[config.mk]
export PLATFORM = sky130hd
export DESIGN_NAME = clock_step_ctrl
export DESIGN_NICKNAME = d
export VERILOG_FILES = /design/src/rtl/cpu_pkg.sv /design/src/rtl/input_debounce.sv /design/src/rtl/clock_step_ctrl.sv
export SDC_FILE = /design/constraint.sdc
export NUM_CORES = 1
export LEC_CHECK = 0
export CELL_PAD_IN_SITES_DETAIL_PLACEMENT = 0
export CELL_PAD_IN_SITES_GLOBAL_PLACEMENT = 2
export CORE_UTILIZATION = 35
export CTS_CLUSTER_SIZE = 30
export DETAILED_ROUTE_END_ITERATION = 12
export PLACE_DENSITY = 0.84
export SLEW_MARGIN = 20
export SYNTH_ARGS = -nofsm -noshare
export SYNTH_HDL_FRONTEND = slang
export SYNTH_HIERARCHICAL = 1
export SYNTH_SLANG_ARGS = --single-unit
[constraint.sdc]
create_clock -name clk -period 1.4 [get_ports clk]
set_input_delay 0.42 -clock clk [delete_from_list [all_inputs] [get_ports clk]]
set_output_delay 0.42 -clock clk [all_outputs]
set_load 0.01 [all_outputs]
[src/rtl/cpu_pkg.sv]
// Shared CPU-front-end types: clock-mode state encoding used by the step controller.
package cpu_pkg;

   typedef enum logic [1:0] {
      CM_MANUAL = 2'd0,
      CM_AUTO   = 2'd1,
      CM_HALTED = 2'd2
   } clk_mode_t;

endpackage

[src/rtl/input_debounce.sv]
// Two-flop synchroniser followed by a consecutive-cycle debounce filter for one raw board input.
module input_debounce #(
   parameter int DEBOUNCE_CYCLES = 4
) (
   input  logic clk,
   input  logic rst_ni,
   input  logic raw_i,
   output logic db_o
);

   localparam int CNT_W = $clog2(DEBOUNCE_CYCLES + 1);
   localparam logic [CNT_W-1:0] CNT_LAST = CNT_W'(DEBOUNCE_CYCLES - 1);

   logic             sync1;
   logic             sync2;
   logic [CNT_W-1:0] cnt;

   always_ff @(posedge clk) begin
      if (!rst_ni) begin
         sync1 <= 1'b0;
         sync2 <= 1'b0;
         cnt   <= '0;
         db_o  <= 1'b0;
      end else begin
         sync1 <= raw_i;
         sync2 <= sync1;
         // Any cycle where the synced value agrees with db_o restarts the run.
         if (sync2 != db_o) begin
            if (cnt == CNT_LAST) begin
               db_o <= sync2;
               cnt  <= '0;
            end else begin
               cnt <= cnt + 1'b1;
            end
         end else begin
            cnt <= '0;
         end
      end
   end

endmodule

[src/rtl/clock_step_ctrl.sv]
// CPU clock-enable front end: AUTO divider tick or MANUAL debounced step pulse, frozen by halt.
//
//  state     | meaning
//  CM_MANUAL | one enable pulse per debounced step press
//  CM_AUTO   | free-running enable every AUTO_DIV cycles
//  CM_HALTED | CPU halted; outputs frozen until reset
module clock_step_ctrl
   import cpu_pkg::*;
#(
   parameter int DEBOUNCE_CYCLES = 4,
   parameter int AUTO_DIV        = 8
) (
   input  logic clk,
   input  logic rst_ni,
   input  logic mode_i,
   input  logic step_i,
   input  logic halt_i,
   output logic cpu_clk_en_o,
   output logic mode_o,
   output logic halted_o
);

   localparam int DIV_W = $clog2(AUTO_DIV);
   localparam logic [DIV_W-1:0] DIV_LAST = DIV_W'(AUTO_DIV - 1);

   clk_mode_t        state;
   logic [DIV_W-1:0] div;
   logic             db_mode;
   logic             db_step;
   logic             db_step_q;
   logic             step_rise;

   input_debounce #(.DEBOUNCE_CYCLES(DEBOUNCE_CYCLES)) u_db_mode (
      .clk    (clk),
      .rst_ni (rst_ni),
      .raw_i  (mode_i),
      .db_o   (db_mode)
   );

   input_debounce #(.DEBOUNCE_CYCLES(DEBOUNCE_CYCLES)) u_db_step (
      .clk    (clk),
      .rst_ni (rst_ni),
      .raw_i  (step_i),
      .db_o   (db_step)
   );

   assign step_rise = db_step & ~db_step_q;

   always_ff @(posedge clk) begin
      if (!rst_ni) begin
         state        <= CM_MANUAL;
         div          <= '0;
         db_step_q    <= 1'b0;
         cpu_clk_en_o <= 1'b0;
         mode_o       <= 1'b0;
         halted_o     <= 1'b0;
      end else begin
         db_step_q    <= db_step;
         cpu_clk_en_o <= 1'b0;
         case (state)
            CM_MANUAL: begin
               if (halt_i) begin
                  state    <= CM_HALTED;
                  halted_o <= 1'b1;
               end else if (db_mode) begin
                  // A step edge coinciding with the switch to AUTO is dropped.
                  state  <= CM_AUTO;
                  div    <= '0;
                  mode_o <= 1'b1;
               end else begin
                  cpu_clk_en_o <= step_rise;
               end
            end
            CM_AUTO: begin
               if (halt_i) begin
                  state    <= CM_HALTED;
                  mode_o   <= 1'b0;
                  halted_o <= 1'b1;
               end else if (!db_mode) begin
                  state  <= CM_MANUAL;
                  div    <= '0;
                  mode_o <= 1'b0;
               end else begin
                  cpu_clk_en_o <= (div == DIV_LAST);
                  div          <= (div == DIV_LAST) ? '0 : div + 1'b1;
               end
            end
            default: begin
               state    <= CM_HALTED;
               mode_o   <= 1'b0;
               halted_o <= 1'b1;
            end
         endcase
      end
   end

endmodule
==> reports/summary.md <==
Worst reg-to-reg path cell count: 3. The critical path startpoint category is a register. At the worst endpoint, the arrival time is 0.91 ns. The count of buffers added on input and output ports is 7. The library cells used most frequently in the layout, excluding fill and tap cells, are 21 x dfxtp_1, 7 x nand2_1, 6 x ha_1.

The run gives 0 as the initial antenna violation count. The worst-skew pair later-pin latency is 0.30 ns, and the post-route worst setup slack is 0.06981 ns. For the combinational share of power, the log shows 5.2%.

Full die area: 0.002465 mm^2. In the final routed layout, each cell accounts on average for 10.41 um. The time the worst path needs with I/O delays and setup is 1.330 ns. In this run the vertical extent of the chip is 49.65 um. In this run the tightest slew margin relative to its limit is 81.95%. The cell area that synthesis handed to floorplanning was 794.5 um^2. The most common library cell in the layout ignoring fill and taps was dfxtp_1.

The tightest min-delay check is of the register to register type. STA classifies the critical path endpoint as an output port. The share of the synthesized area in compound gates (AO/OA/AOI/OAI) works out to 5.197%. The startpoint identified for the worst hold timing path is u_db_step/sync1. The multiplexer area fraction after synthesis works out to 2.520%. At the pin with the least slew margin, the transition time is 0.2669 ns.

Source of the worst register-to-register timing path: u_db_step/cnt[0]. The number of max-slew violations in the final report is 0. The run gives 0 as the number of design rule violations left after detail routing. The via count of the first global-routing pass came out at 511. The post-detailed-route via-to-cell ratio was 4.820.

The aggregate global routing overflow was 0. The initial core utilization was 38.91%. The run gives 0.002895 ns as the final clock skew.

For this block, the via count after detailed routing is 535. Across the VDD grid, the largest voltage drop is 0.0006949 V. The repair_antennas step left the layout with diodes totalling 0. The proportion of total power due to net switching is 22.08%. Setup repair after global routing left no endpoint under its margin.

Along the worst path, the maximum fanout reaches 2. The depth of the worst hold-timing path was 1; the share of final-layout standard cells stronger than drive strength 1 was 14.29%. Counting flops and latches in the post-synthesis netlist gives 21. The capture endpoint of the worst hold path is u_db_step/sync2. The endpoint identified for the worst register-to-register timing path is u_db_step/cnt[2]. The tools report the all-layer global routing usage as 11.46%. Kind of critical path: register to output port.

Across the run, the number of max-cap violations was 0. The share of power burned in registers was 64.3%. The run gives 0 as the number of hold violations in the final report. The clock network accounts for 30.5% of the total power.

The worst endpoint required time came out at 0.98 ns. TritonCTS built the clock tree. The buffer count from post-CTS setup fixing is 0, and the post-route met1 wirelength is 552 um.

In this run the core area contains 16 standard-cell rows. After clock tree synthesis, the clock-pin slew on the worst setup and hold paths is 0.12 ns. The first global-routing pass estimated 2097 um of wire. Switching component of the power: 0.2110 mW. Internal power comes to 0.7447 mW. Setup violations remaining at the end of the flow were counted as 0. The final setup TNS came out at 0 ns.

The net count of the finished layout is 96. The worst path buffer plus inverter count was 1; the top-level I/O count was 8. The tools report the remaining antenna violation count after routing as 0. The kind of cell with the highest combined delay along the critical path is flip-flops. The smallest hold slack came out at 0.4435 ns. Final weighted congestion in routability-driven placement: 0.6983. The distinct cell type count of the synthesized netlist is 21, and the longest individual stage delay on the worst path is 0.34 ns.

Share of the yosys chip area belonging to registers: 52.91%. For this run, the detailed router's first-pass iteration total came to 4. The die is 49.65 um wide. The top routing layer in use was met3. The met2 layer wire length in the routed design was 535 um. Power density over cell area: 1014 mW/mm^2. In this run, the number of DRC markers left after iteration 0 of detailed routing was 3. By area, the combinational part of the netlist is dominated by simple AND/OR/NAND/NOR gates.

The cell count after synthesis came out at 71. The maximum clock frequency is 751.8 MHz, and the final core area utilization is 46.14%. The slowest stage of the critical path belongs to the cell dfxtp_1. The longest clock path from root to sink contains 2 buffers. The logs give 0.23 ns for the setup slack of the most critical reg-to-reg path and 0.9557 mW for the post-layout total power. The number of warnings reported in the yosys synthesis log came out at 6.

The tree is rooted in a clkbuf_4. After Yosys synthesis, full adders, half adders and majority gates account for 10.87% of the synthesized area. The per-instance average area after synthesis is 11.19 um^2. Summed over all layers, the routed wires come to 1155 um. The net count of the mapped netlist was 82.

The worst path uses 95.01% of the clock period. The critical path goes through dlygate4sd2_1. Of the total synthesized cell area, the portion taken by AND, OR, NAND and NOR gates is 24.41%. Of the total synthesized cell area, the portion taken by XOR and XNOR cells is 2.205%. The run finished with clean final reports. The synthesis-to-finish area growth was 18.58%; the minimum setup slack after placement was -0.2035 ns. The clock drives 21 sinks. The H-tree depth reported by CTS is 1. The leakage component of the power is 0.3731 nW. Entering global routing, the biggest net connects 13 pins. Buffers inserted during clock tree synthesis total 3.

In the detailed route, the total length drawn on met3 is 67 um. In this run the standard cell core region covers 0.002042 mm^2.
-- worst register-to-register path: stages, from the launching register on --
cell	delay, ns
dfxtp_1	0.34
ha_1	0.19
ha_1	0.26
nor4b_1	0.29
-- state kept, by name, indices dropped and copies added (netlist names) --
name / cells
cpu_clk_en_o: 1
mode_o: 1
u_db_mode/cnt: 3
u_db_mode/sync2: 1
u_db_step/sync1: 1
u_db_step/cnt: 3
state: 2
u_db_mode/db_o: 1
db_step_q: 1
halted_o: 1
u_db_step/sync2: 1
u_db_mode/sync1: 1
div: 3
u_db_step/db_o: 1
-- cells by family after synthesis --
group                      Yosys count
xor gates and xnor gates             2
AOI/OAI and AO/OA                    6
adders and majority gates            7
buffers and inverters                4
muxes                                2
and+or+nand+nor                     29
DFF                                 21
-- routing by layer --
metal  global-route usage, %  vias to the layer above
met3                   6.481                        0
met4                   2.857                        0
met5                       0                        -
met1                   13.14                      249
met2                   18.24                       11
li1                        -                      275
-- repair_timing --
| action | in CTS | in global routing |
|---|---|---|
| gates cloned | 0 | 0 |
| endpoints found under the setup margin | 3 | 1 |
| pin swaps | 0 | 0 |
| gates resized for setup | 3 | 1 |
| hold buffers | 0 | 0 |
-- Yosys cell counts, drive strengths merged --
cell	n	share of area, %
a31oi	1	0.79
and2	5	3.9
and3b	2	2.4
and4bb	2	3.1
clkbuf	1	0.47
dfxtp	21	53
ha	6	9.4
inv	3	1.4
maj3	1	1.4
mux2i	2	2.5
nand2	7	3.3
nand3	1	0.63
nor2	3	1.4
nor2b	4	4.1
nor4b	5	5.5
o21a	1	0.95
o22ai	3	2.4
o31a	1	1.1
xnor2	2	2.2
-- power groups by stage --
stage	logic, mW	registers, mW	clock network, mW
4_1_cts	0.0507	0.614	0.305
3_3_place_gp	0.0517	0.628	0
5_1_grt	0.0552	0.617	0.336
6_report	0.0501	0.614	0.292
3_5_place_dp	0.0519	0.628	0
2_1_floorplan	0.0200	0.628	0
-- worst max-delay path by stage --
stage                                 from                to  slack (ns)  cells after the start
final                             halted_o          halted_o        0.07                      1
after global placement              halt_i            mode_o       -0.19                      4
after global routing              halted_o          halted_o       0.006                      1
after detailed placement            halt_i            mode_o       -0.20                      4
after CTS                           mode_o            mode_o        0.05                      1
after floorplan           u_db_mode/cnt[0]  u_db_mode/cnt[2]        0.32                      3
-- through the flow --
stage                     instance area [um^2]  cells
after CTS                                940.9    111
after floorplan                          794.5     71
after detailed placement                 917.1    107
after global placement                   917.1    107
final                                    942.2    111
after global routing                     942.2    111
-- layout make-up --
| class | instances | area [um^2] |
|---|---|---|
| Clock buffer | 3 | 22.52 |
| Timing Repair Buffer | 10 | 90.09 |
| Clock inverter | 1 | 5.005 |
| Fill cell | 215 | 1100 |
| Tap cell | 27 | 33.78 |
| Sequential cell | 21 | 420.4 |
| Inverter | 3 | 11.26 |
| Multi-Input combinational cell | 46 | 359.1 |
Power figures use the tool's default switching activity.
